File: config.mk
export PLATFORM = sky130hd
export DESIGN_NAME = uni2bi_conv
export DESIGN_NICKNAME = d
export VERILOG_FILES = /design/src/rtl/uni2bi_conv.sv
export SDC_FILE = /design/constraint.sdc
export NUM_CORES = 1
export LEC_CHECK = 0
export CAP_MARGIN = 20
export CORE_MARGIN = 4
export CORE_UTILIZATION = 50
export DETAILED_ROUTE_END_ITERATION = 7
export PLACE_DENSITY_LB_ADDON = 0.1
export RECOVER_POWER = 100
export SETUP_SLACK_MARGIN = 0.5
export SLEW_MARGIN = 20
export SYNTH_ARGS = -nofsm -noshare
export SYNTH_HDL_FRONTEND = slang
export SYNTH_SLANG_ARGS = --single-unit
File: constraint.sdc
create_clock -name clk -period 3.59 [get_ports clk]
set_clock_uncertainty 0.15 [all_clocks]
set_input_delay 0.718 -clock clk [delete_from_list [all_inputs] [get_ports clk]]
set_output_delay 0.718 -clock clk [all_outputs]
set_load 0.01 [all_outputs]
File: src/rtl/uni2bi_conv.sv
// Unipolar-to-bipolar stochastic stream converter: per-lane difference accumulator, registered valid/ready output, frame counter.
// Latency: one cycle from input transfer to out_vld. Backpressure: in_rdy = ~out_vld | out_rdy; a stall freezes all state.
// Input and output share one output register stage; a new vector loads in the same edge the old one is consumed.
module uni2bi_conv #(
    parameter int DEP   = 3,
    parameter int LANES = 1,
    parameter int FLEN  = 256
) (
    input  logic             clk,
    input  logic             rst,
    input  logic             in_vld,
    output logic             in_rdy,
    input  logic [LANES-1:0] in,
    input  logic             frm_clr,
    output logic             out_vld,
    input  logic             out_rdy,
    output logic [LANES-1:0] out,
    output logic             out_last
);

    localparam int             FW   = $clog2(FLEN);
    localparam logic [DEP-1:0] MID  = {1'b1, {(DEP-1){1'b0}}};
    localparam logic [FW-1:0]  LAST = FW'(FLEN - 1);

    logic [LANES-1:0] dec;
    logic [FW-1:0]    fcnt;
    logic             xfer;
    logic             wrap;
    logic             acc_rld;

    assign in_rdy  = ~out_vld | out_rdy;
    assign xfer    = in_vld & in_rdy;
    assign wrap    = (fcnt == LAST);
    // Clear and frame wrap both take precedence over the normal accumulator step.
    assign acc_rld = frm_clr | (xfer & wrap);

    for (genvar g = 0; g < LANES; g++) begin : g_lane
        logic [DEP-1:0] acc;
        logic [DEP-1:0] acc_nxt;

        assign dec[g]  = acc[DEP-1];
        // Modulo-2^DEP arithmetic gives the same truncated result as a DEP+1 bit sum.
        assign acc_nxt = acc + DEP'(in[g]) + DEP'(1) - DEP'({dec[g], 1'b0});

        always_ff @(posedge clk) begin
            if (rst || acc_rld) begin
                acc <= MID;
            end else if (xfer) begin
                acc <= acc_nxt;
            end
        end
    end

    always_ff @(posedge clk) begin
        if (rst || acc_rld) begin
            fcnt <= '0;
        end else if (xfer) begin
            fcnt <= fcnt + FW'(1);
        end
    end

    always_ff @(posedge clk) begin
        if (rst) begin
            out_vld  <= 1'b0;
            out      <= '0;
            out_last <= 1'b0;
        end else if (xfer) begin
            out_vld  <= 1'b1;
            out      <= dec;
            out_last <= wrap;
        end else if (out_rdy) begin
            out_vld  <= 1'b0;
        end
    end

endmodule

# ---- Yosys cells after proc, flatten, opt, wreduce, memory -nomap -nowiden
# Index checks and enable logic that the tools add are counted.
# W data, S select, Z words.
dict set report op_classes {
  reduce_logical 2
  mux 2
  n_bitwise 5
  addsub 4
  eq_ne 1
}
# cell count
set op_table {}
lappend op_table {{$add A8 B1 Y8 const B} 1}
lappend op_table {{$eq A8 B8 Y1 const B} 1}
lappend op_table {{$add A3 B1 Y3} 1}
lappend op_table {{$add A3 B1 Y3 const B} 1}
lappend op_table {{$sub A3 B2 Y3} 1}
lappend op_table {{$and A1 B1 Y1} 2}
lappend op_table {{$mux W1} 2}
lappend op_table {{$or A1 B1 Y1} 2}
lappend op_table {{$reduce_bool A2 Y1} 1}
lappend op_table {{$logic_or A1 B1 Y1} 1}
lappend op_table {{$not A1 Y1} 1}
dict set report word_totals {
  input_bits 6
  word_cells 19
  out_inout_bits 4
  register_bits 14
}

# ---- Logic depth before layout (Yosys ltp)
# Gate-level depths: netlist of run 1.
dict set report logic_depth {
  ltp_word 6
  depth_mapped 5
  depth_no_buf 5
}

# ---- Worst setup path before layout of run 1
# Ideal clock, no wire load.
dict set report synth_path {
  kind {in2reg}
  start {input in}
  end {register g_lane[0].acc[1]}
  slack_ps 1680
  cell_stages 4
  path_buffers 0
  setup_time_ps 115
  required_ps 3325
  arrival_time_ps 1646
  cell_sequence {inv_1 -> ha_1 -> fa_1 -> a2111oi_0}
}
dict set report synth_between {
  elab_chain_len 3
}
# item line_no
set synth_rtl {}
lappend synth_rtl {{from (decl)} 13} ;# input logic [LANES-1:0] in,
lappend synth_rtl {{$add A3 B1 Y3 (2 in series)} 43} ;# assign acc_nxt = acc + DEP'(in[g]) + DEP'(1) - DEP'({dec[g], 1'b0});
lappend synth_rtl {{$sub A3 B2 Y3} 43}
lappend synth_rtl {{to (signal assigned)} 49} ;# acc <= acc_nxt;
lappend synth_rtl {{to (decl)} 38} ;# logic [DEP-1:0] acc;
# Every way passes these cells.
# A chain may end at the register's enable or synchronous reset.

# ---- Worst setup path in the final report of run 1
dict set report layout_path {
  start {input out_rdy}
  end {output in_rdy}
}
dict set report layout_between {
  elab_chain_len 1
}
# item line_no
set layout_rtl {}
lappend layout_rtl {{from (decl)} 16} ;# input logic out_rdy,
lappend layout_rtl {{$or A1 B1 Y1} 31} ;# assign in_rdy = ~out_vld | out_rdy;
lappend layout_rtl {{to (decl)} 12} ;# output logic in_rdy,
# Every way passes these cells.

==> qor.json, run 1 <==
{
  "final_nets": 102,
  "overflow": 0,
  "syn_area_um2": 726,
  "synthTopCellsByArea": "sky130_fd_sc_hd__dfxtp_1, sky130_fd_sc_hd__or4_1, sky130_fd_sc_hd__a21oi_1",
  "post-synth-top-area-cell": "sky130_fd_sc_hd__dfxtp_1",
  "combPwrFrac_pct": 10.9,
  "die_w_um": 46.1,
  "postcts_resize_cnt": 0,
  "boundaryPins": 10,
  "stdcell_count": 107,
  "drtIter0Drc": 16,
  "power_report.internal_total_uw": 236,
  "grt_antenna_before_repair": 0,
  "final_util_pct": 63.6,
  "clk-insertion-delay-late_ns": 0.28,
  "core_area_um2": 1330,
  "timing.max_slew.rel_slack_pct": 36.7,
  "synthesis.instances": 83,
  "yosysWarningCount": 0,
  "wirelength_um": 1550,
  "synthDominantCellAreaShare_pct": 38.6,
  "layout-drive-gt1-share_pct": 8.70,
  "clk_pin_slew_worst_paths_ns": 0.08,
  "cts_tree": "yes",
  "switching_power_uw": 72.7,
  "antenna_cells": 0,
  "std_cell_rows": 13,
  "worstSetupPathType": "input pin to primary output",
  "placement.io_buffers": 9,
  "crit_fanout": 7,
  "final_critical_path_setup_slack_ns": 0.650,
  "seq_power_share_pct": 52.3,
  "starting_density_of_the_core_pct": 54.4,
  "grt_pass1_vias": 643,
  "timing.max_cap.violations": 0,
  "outcome": "finished clean",
  "cts.sink_count": 14,
  "drc_errors": 0,
  "timing.fmax_ghz": 0.340,
  "type_of_destination_of_the_critical_path": "primary output",
  "mean_instance_size_in_the_synthesized_netlist_um2": 8.74,
  "pin_count_of_the_biggest_net_entering_global_routing": 22,
  "cts-buffers-inserted": 3,
  "placedCellCount": 103,
  "p_leak_nw": 0.276,
  "max_slew.worst_pin.slew_ns": 0.940,
  "avgViaCountPerCell": 6.43,
  "antenna_left": 0,
  "yosysUniqueCellTypes": 28,
  "post-route-min-period_ns": 2.94,
  "cts_htree_levels": 1,
  "holdCritPathClass": "flop to flop",
  "crit_path_start_kind": "input pin",
  "global_route.usage.total_pct": 18.8,
  "fp.dieH_um": 46.1,
  "share_of_the_yosys_chip_area_belonging_to_registers_pct": 38.6,
  "final.hold.worst_slack_ns": 0.327,
  "most-common-layout-cells": "sky130_fd_sc_hd__dfxtp_1, sky130_fd_sc_hd__a21oi_1, sky130_fd_sc_hd__inv_1, sky130_fd_sc_hd__or4_1",
  "mappedNetlistNets": 92,
  "finalMaxSlewViolations": 0,
  "grt_first_pass_wirelength_um": 2890,
  "power.clock.fraction_pct": 36.7,
  "finalHoldViolCount": 0,
  "syn2layout_area_growth_pct": 16.9,
  "root_buffer": "sky130_fd_sc_hd__clkbuf_4",
  "ctsHoldBuffers": 0,
  "final.setup.tns_ns": 0,
  "gp_congestion": 0.871,
  "ff2ff_setup_slack_ns": 1.55,
  "yosys_register_bits": 14,
  "timing.critical_path.required_ns": 2.72,
  "critPathArrivalTime_ns": 2.07,
  "layout_worst_path_cycle_share_pct": 81.9,
  "rsz0062_at_grt": "false",
  "cts_max_path_buffers": 2,
  "report.final.setup_viol": 0,
  "cts.repair_timing.setup_buffer_count": 0,
  "switching_share_pct": 23.5,
  "wl_per_cell_um": 14.5,
  "pre_cts_ws_ns": 0.714,
  "worst_ir_drop_vdd_uv": 184,
  "dr_total_vias": 688,
  "floorplan.die_area_um2": 2120,
  "power.density_cell_area_nw_per_um2": 364,
  "layout.cells.most_common": "sky130_fd_sc_hd__dfxtp_1",
  "drt_pass1_iterations": 4
}
==> stage by stage <==
| step | cell area (µm²) | power (mW) |
|---|---|---|
| 6_report | 848 | 0.309 |
| 5_1_grt | 848 | 0.328 |
| 4_1_cts | 848 | 0.315 |
| 3_5_place_dp | 812 | 0.200 |
| 3_3_place_gp | 812 | 0.199 |
| 2_1_floorplan | 726 | 0.186 |
==> path summary, 6_finish.rpt <==
| path | start | end | cells past startpoint |
|---|---|---|---|
| worst max-delay path | out_rdy | in_rdy | 4 |
| worst min-delay path | out_last | out_last | 2 |
| worst max register to register | fcnt[0] | g_lane[0].acc[1] | 4 |
| worst min register to register | out_last | out_last | 2 |
==> power groups by stage <==
stage / registers (mW) / logic (mW) / clock network, mW
CTS: 0.162 / 0.0350 / 0.118
global route: 0.162 / 0.0393 / 0.126
finish: 0.162 / 0.0338 / 0.113
detailed placement: 0.165 / 0.0347 / 0
global placement: 0.165 / 0.0337 / 0
floorplan: 0.166 / 0.0202 / 0
==> logic make-up (layout without fill, tap and decap cells) <==
kind of cell    after synthesis  in the layout  share of synthesized area [%]
compound gates               27             27                           24.3
fa+ha+maj                     3              3                           6.21
buf+inv                      13             22                           8.28
flops                        14             14                           38.6
simple gates                 26             26                           22.6
==> metal layers <==
layer	up-vias	global-route usage [%]	share of wire [%]
met5	-	0	0
met4	0	10.2	0.84
met3	2	3.91	4.6
met2	16	29.1	48
met1	330	24.1	47
li1	340	-	-
==> cell type report <==
class                           count  area [µm²]
Sequential cell                    14         280
Fill cell                         117         485
Timing Repair Buffer               10        97.6
Tap cell                           15        18.8
Inverter                            8        30.0
Clock buffer                        4        36.3
Multi-Input combinational cell     56         385
==> critical path, stage by stage <==
cell and delay [ns]:
sky130_fd_sc_hd__clkdlybuf4s50_1 0.50, sky130_fd_sc_hd__nor2b_4 0.05, sky130_fd_sc_hd__inv_1 0.17, sky130_fd_sc_hd__dlygate4sd3_1 0.64
==> registers in the layout, summed over array words and instances, names as in the netlist <==
signal      count
g_lane.acc      3
out_vld         1
out             1
fcnt            8
out_last        1
==> cell usage after synthesis <==
master,instances
sky130_fd_sc_hd__nand2_2,1
sky130_fd_sc_hd__nor4_1,1
sky130_fd_sc_hd__a32oi_1,1
sky130_fd_sc_hd__or2_2,1
sky130_fd_sc_hd__a211oi_1,3
sky130_fd_sc_hd__o41ai_1,3
sky130_fd_sc_hd__nor3_1,2
sky130_fd_sc_hd__nor3b_1,1
sky130_fd_sc_hd__or3_1,2
sky130_fd_sc_hd__o31ai_1,3
sky130_fd_sc_hd__or4_1,7
sky130_fd_sc_hd__buf_6,1
sky130_fd_sc_hd__buf_4,1
sky130_fd_sc_hd__clkbuf_1,3
sky130_fd_sc_hd__a2111oi_0,2
sky130_fd_sc_hd__nor2b_4,1
sky130_fd_sc_hd__o21ai_0,4
sky130_fd_sc_hd__dfxtp_1,14
sky130_fd_sc_hd__a221oi_1,1
sky130_fd_sc_hd__a21oi_1,10
sky130_fd_sc_hd__nand2_1,2
sky130_fd_sc_hd__nor2_1,1
sky130_fd_sc_hd__fa_1,1
sky130_fd_sc_hd__ha_1,2
sky130_fd_sc_hd__nand3_1,5
sky130_fd_sc_hd__inv_1,7
sky130_fd_sc_hd__nand4_1,2
sky130_fd_sc_hd__inv_2,1
Power figures use the tool's default switching activity.
==> run 2, diff against run 1 <==
Settings changed: CORE_UTILIZATION 50 to 46.
Clock period 3.59 ns to 2.6 ns, I/O delays scaled along.
==> run 2 against run 1 <==
Effect of this change: worst hold slack hardly changed; largest power group unchanged; final area is 2.2% higher; non-clock buffer count is 5 higher; total power is 27% higher.
==> qor.json, run 2 (synthesis results as in run 1) <==
{
  "wirelength_um": 1580,
  "final_util_pct": 57.6,
  "filler_cell_count": 133,
  "placedCellCount": 109,
  "finalMaxSlewViolations": 0,
  "clk_pin_slew_worst_paths_ns": 0.08,
  "top_regs": "fcnt (8), g_lane.acc (3)",
  "drc_errors": 0,
  "holdCritPathClass": "flop to flop",
  "syn2layout_area_growth_pct": 19.5,
  "worstSetupEndpoint": "g_lane[0].acc[0]",
  "seq_power_share_pct": 56.6,
  "dr_total_vias": 685,
  "placement.io_buffers": 9,
  "power_report.internal_total_uw": 297,
  "fp.dieH_um": 47.7,
  "worstSetupPathType": "input pin to flop",
  "timing.max_slew.rel_slack_pct": 77.3,
  "switching_power_uw": 96.8,
  "layout.cells.most_common": "sky130_fd_sc_hd__dfxtp_1",
  "boundaryPins": 10,
  "layout_worst_path_cycle_share_pct": 82.3,
  "post_dp_cell_area_um2": 851,
  "global_route.usage.total_pct": 16.1,
  "cts_max_path_buffers": 2,
  "core_area_um2": 1510,
  "antenna_left": 0,
  "post-route-min-period_ns": 2.14,
  "ctsHoldBuffers": 0,
  "grt_antenna_before_repair": 0,
  "crit_path_start_kind": "input pin",
  "cts-buffers-inserted": 3,
  "grt_first_pass_wirelength_um": 2530,
  "cts.sink_count": 14,
  "ff2ff_setup_slack_ns": 0.90,
  "layout-drive-gt1-share_pct": 11.5,
  "fin_total_pwr_uw": 393,
  "timing.reg2reg.worst_path_depth": 5,
  "reg2reg_to": "g_lane[0].acc[2]",
  "final.setup.tns_ns": 0,
  "worst_ir_drop_vdd_uv": 288,
  "final_nets": 107,
  "starting_density_of_the_core_pct": 48.2,
  "std_cell_rows": 14,
  "regToRegStartpoint": "fcnt[0]",
  "cts_htree_levels": 1,
  "pin_count_of_the_biggest_net_entering_global_routing": 22,
  "antenna_cells": 0,
  "largest_register": "fcnt",
  "die_w_um": 47.7,
  "switching_share_pct": 24.6,
  "design_area_um2": 867,
  "report.final.setup_viol": 0,
  "power.density_cell_area_nw_per_um2": 454,
  "cts_tree": "yes",
  "combPwrFrac_pct": 12.7,
  "crit_fanout": 12,
  "drtIter0Drc": 35,
  "root_buffer": "sky130_fd_sc_hd__clkbuf_4",
  "cts.repair_timing.setup_buffer_count": 0,
  "wl_per_cell_um": 14.1,
  "detailedPlacementHpwl_um": 1130,
  "type_of_destination_of_the_critical_path": "flop",
  "finalHoldViolCount": 0,
  "timing.critical_path.required_ns": 2.61,
  "avgViaCountPerCell": 6.12,
  "max_slew.worst_pin.slew_ns": 0.332,
  "rsz0062_at_grt": "false",
  "most-common-layout-cells": "sky130_fd_sc_hd__dfxtp_1, sky130_fd_sc_hd__a21oi_1, sky130_fd_sc_hd__inv_1, sky130_fd_sc_hd__or4_1",
  "gp_congestion": 0.783,
  "power.clock.fraction_pct": 30.8,
  "clk-insertion-delay-late_ns": 0.28,
  "floorplan.die_area_um2": 2280,
  "critPathArrivalTime_ns": 2.15,
  "timing.max_cap.violations": 0,
  "drt_pass1_iterations": 4,
  "stdcell_count": 112,
  "outcome": "finished clean",
  "p_leak_nw": 0.292,
  "flip_flop_count_of_the_largest_register_all_copies_and_words_added": 8,
  "critPathLaunch": "in_vld",
  "overflow": 0,
  "grt_pass1_vias": 557,
  "timing.fmax_ghz": 0.467
}
run 2: through the flow:
stage	hold slack, ns	setup WS, ns
floorplan	0.287	0.888
global placement	0.312	0.258
detailed placement	0.320	0.240
CTS	0.331	0.590
global route	0.360	0.334
finish	0.327	0.460
run 2: worst max-delay path, stage by stage:
cell	delay, ns
sky130_fd_sc_hd__dlygate4sd3_1	0.61
sky130_fd_sc_hd__inv_1	0.29
sky130_fd_sc_hd__clkbuf_1	0.25
sky130_fd_sc_hd__nor2_1	0.10
sky130_fd_sc_hd__a2111oi_0	0.38
run 2: worst min path at each step:
stage	startpoint	end	slack, ns	cells after the start
3_5_place_dp	out_last	out_last	0.32	2
4_1_cts	out_last	out_last	0.33	2
2_1_floorplan	g_lane[0].acc[2]	out	0.29	2
5_1_grt	out_last	out_last	0.36	2
3_3_place_gp	g_lane[0].acc[2]	out	0.31	2
6_report	out_last	out_last	0.33	2
run 2: what timing repair did:
item                                    in CTS  in global routing
endpoints found under the hold margin        0                  0
endpoints found under the setup margin       1                  0
resized for setup                            2                  0
run 2: per-layer routing:
layer,global-route usage (%),share of wire [%],vias up
met3,3.38,7.4,2
li1,-,-,350
met1,24.0,48,313
met2,21.6,43,20
met5,0,0,-
met4,8.06,0.95,0
run 2: cell type report:
class / instances / area, µm² / area share, %
well taps: 16 / 20.0 / 2.31
multi-input cells: 56 / 385 / 44.4
clock buffers: 3 / 22.5 / 2.60
repair buffers: 15 / 129 / 14.9
flip-flops and latches: 14 / 280 / 32.3
inverters: 8 / 30.0 / 3.46
run 2: power groups by stage:
stage          clock network, mW  logic, mW  registers (mW)
2_1_floorplan                  0     0.0279           0.229
3_5_place_dp                   0     0.0530           0.228
3_3_place_gp                   0     0.0523           0.228
6_report                   0.121     0.0498           0.223
5_1_grt                    0.137     0.0562           0.223
4_1_cts                    0.124     0.0522           0.223
==> run 3, diff against run 2 <==
Clock period 2.6 ns to 1.8 ns, I/O delays scaled along.
==> run 3 against run 2 <==
Effect of this change: core utilization increased by 13 points; die area did not move; wire length increased by 30%; worst setup slack got worse by 0.30 ns; largest cell class unchanged; sequential share of layout area is 4.3 points lower; highest routed layer unchanged; final area increased by 22%; first-iteration DRC count is 46% lower; via count grew 11%.
==> qor.json, run 3 (synthesis results as in run 1) <==
{
  "report.final.setup_viol": 0,
  "syn2layout_area_growth_pct": 46.0,
  "global_route.usage.total_pct": 20.0,
  "layout-drive-gt1-share_pct": 45.0,
  "ctsHoldBuffers": 0,
  "drt_pass1_iterations": 4,
  "grt_pass1_vias": 712,
  "clk_pin_slew_worst_paths_ns": 0.08,
  "layout.area.seq_um2": 297,
  "timing.max_slew.rel_slack_pct": 75.6,
  "starting_density_of_the_core_pct": 48.2,
  "critPathSlowestCell": "sky130_fd_sc_hd__fa_1",
  "flip_flop_count_of_the_largest_register_all_copies_and_words_added": 8,
  "worstSetupPathType": "flop to flop",
  "wl_per_cell_um": 16.5,
  "timing.max_cap.violations": 0,
  "power_report.internal_total_uw": 441,
  "layout.cells.most_common": "sky130_fd_sc_hd__buf_4",
  "cts-buffers-inserted": 3,
  "combPwrFrac_pct": 16.7,
  "timing.critical_path.required_ns": 1.81,
  "cts_htree_levels": 1,
  "wirelength_um": 2060,
  "gp_congestion": 0.840,
  "overflow": 0,
  "placement.io_buffers": 9,
  "multi_input_area_um2": 463,
  "finalHoldViolCount": 0,
  "design_area_um2": 1060,
  "max_slew.worst_pin.slew_ns": 0.356,
  "crit_path_start_kind": "flop",
  "dr_total_vias": 760,
  "antenna_left": 0,
  "stdcell_count": 125,
  "final_util_pct": 70.3,
  "outcome": "finished clean",
  "switching_share_pct": 27.0,
  "timing.fmax_ghz": 0.610,
  "fp.dieH_um": 47.7,
  "seq_power_share_pct": 52.9,
  "die_w_um": 47.7,
  "finalMaxSlewViolations": 0,
  "floorplan.die_area_um2": 2280,
  "crit_fanout": 2,
  "top_regs": "fcnt (8), g_lane.acc (3)",
  "cts_tree": "yes",
  "cp_slowest_stage_delay_ns": 0.43,
  "layout_worst_path_cycle_share_pct": 91.1,
  "power.density_cell_area_nw_per_um2": 570,
  "critPathTopFamily": "adder cells",
  "p_leak_nw": 0.370,
  "cts.sink_count": 14,
  "largest_register": "fcnt",
  "drtIter0Drc": 19,
  "rsz0062_at_grt": "true",
  "antenna_cells": 0,
  "list_of_cells_traversed_by_the_critical_path": "inv_2 > ha_4 > fa_1 > a2111oi_0",
  "worst_ir_drop_vdd_uv": 454,
  "root_buffer": "sky130_fd_sc_hd__clkbuf_4",
  "type_of_destination_of_the_critical_path": "flop",
  "clk-insertion-delay-late_ns": 0.29,
  "post_dp_cell_area_um2": 970,
  "final_nets": 120,
  "placedCellCount": 115,
  "avgViaCountPerCell": 6.08,
  "final.setup.tns_ns": 0,
  "cts_max_path_buffers": 2,
  "grt_antenna_before_repair": 0,
  "boundaryPins": 10,
  "std_cell_rows": 14,
  "final.hold.worst_slack_ns": 0.321,
  "timing.critical_path.buf_inv": 1,
  "power.clock.fraction_pct": 30.4,
  "switching_power_uw": 163,
  "detailedPlacementHpwl_um": 1280,
  "holdCritPathClass": "flop to flop",
  "critPathArrivalTime_ns": 1.65,
  "filler_cell_count": 130,
  "pin_count_of_the_biggest_net_entering_global_routing": 11,
  "core_area_um2": 1510,
  "post-route-min-period_ns": 1.64,
  "grt_first_pass_wirelength_um": 3130,
  "most-common-layout-cells": "sky130_fd_sc_hd__buf_4, sky130_fd_sc_hd__a21oi_1, sky130_fd_sc_hd__dfxtp_1, sky130_fd_sc_hd__or4_1, sky130_fd_sc_hd__nand3_1",
  "drc_errors": 0
}
[run 3: cell count changes in the layout (fill, tap and decap cells not counted), moves of 3 or more]
cell | previous run | this run
sky130_fd_sc_hd__dfxtp_1 | 14 | 7
sky130_fd_sc_hd__buf_6 | 0 | 4
sky130_fd_sc_hd__inv_2 | 0 | 3
sky130_fd_sc_hd__dlygate4sd3_1 | 4 | 0
sky130_fd_sc_hd__buf_4 | 5 | 13
sky130_fd_sc_hd__inv_1 | 8 | 3
sky130_fd_sc_hd__dfxtp_4 | 0 | 3
sky130_fd_sc_hd__buf_2 | 0 | 4
sky130_fd_sc_hd__dfxtp_2 | 0 | 4
[run 3: final timing paths]
check | startpoint | endpoint | slack [ns] | depth (start not counted)
hold reg to reg | g_lane[0].acc[2] | out | 0.32 | 2
setup / recovery | g_lane[0].acc[0] | g_lane[0].acc[1] | 0.16 | 4
setup reg to reg | g_lane[0].acc[0] | g_lane[0].acc[1] | 0.16 | 4
hold / removal | g_lane[0].acc[2] | out | 0.32 | 2
[run 3: cell type report]
type / instances / share of cell area [%]
clock buffer: 3 / 2.13
inverter: 8 / 3.78
sequential: 14 / 28.0
timing repair buffer: 28 / 20.5
multi-input combinational: 56 / 43.7
tap: 16 / 1.89
[run 3: per-layer routing]
layer / up-vias / track usage, % / share of wire, %
met3: 7 / 3.38 / 2.1
met4: 0 / 11.8 / 2.9
met5: - / 0 / 0
met1: 365 / 24.0 / 44
met2: 13 / 33.2 / 51
li1: 375 / - / -
[run 3: what timing repair did]
action	in CTS	in global routing
pin swaps	10	2
resized for setup	43	6
gates cloned	2	0
endpoints found under the setup margin	18	14
buffers inserted	4	1
[run 3: through the flow]
step | power, mW | worst slack, ns
after global routing | 0.630 | 0.0894
after global placement | 0.418 | -0.351
after CTS | 0.620 | 0.262
after detailed placement | 0.420 | -0.401
after floorplan | 0.380 | 0.258
final | 0.604 | 0.160
[run 3: power by group through the flow]
| stage | sequential, mW | clock, mW | combinational, mW |
|---|---|---|---|
| after floorplan | 0.329 | 0 | 0.0503 |
| after global placement | 0.328 | 0 | 0.0893 |
| after detailed placement | 0.329 | 0 | 0.0913 |
| after CTS | 0.320 | 0.192 | 0.109 |
| final | 0.319 | 0.184 | 0.101 |
| after global routing | 0.320 | 0.198 | 0.111 |
[run 3: worst register-to-register path: stages (launching register included)]
cell,delay (ns)
sky130_fd_sc_hd__dfxtp_2,0.35
sky130_fd_sc_hd__inv_2,0.06
sky130_fd_sc_hd__ha_4,0.15
sky130_fd_sc_hd__fa_1,0.43
sky130_fd_sc_hd__a2111oi_0,0.38
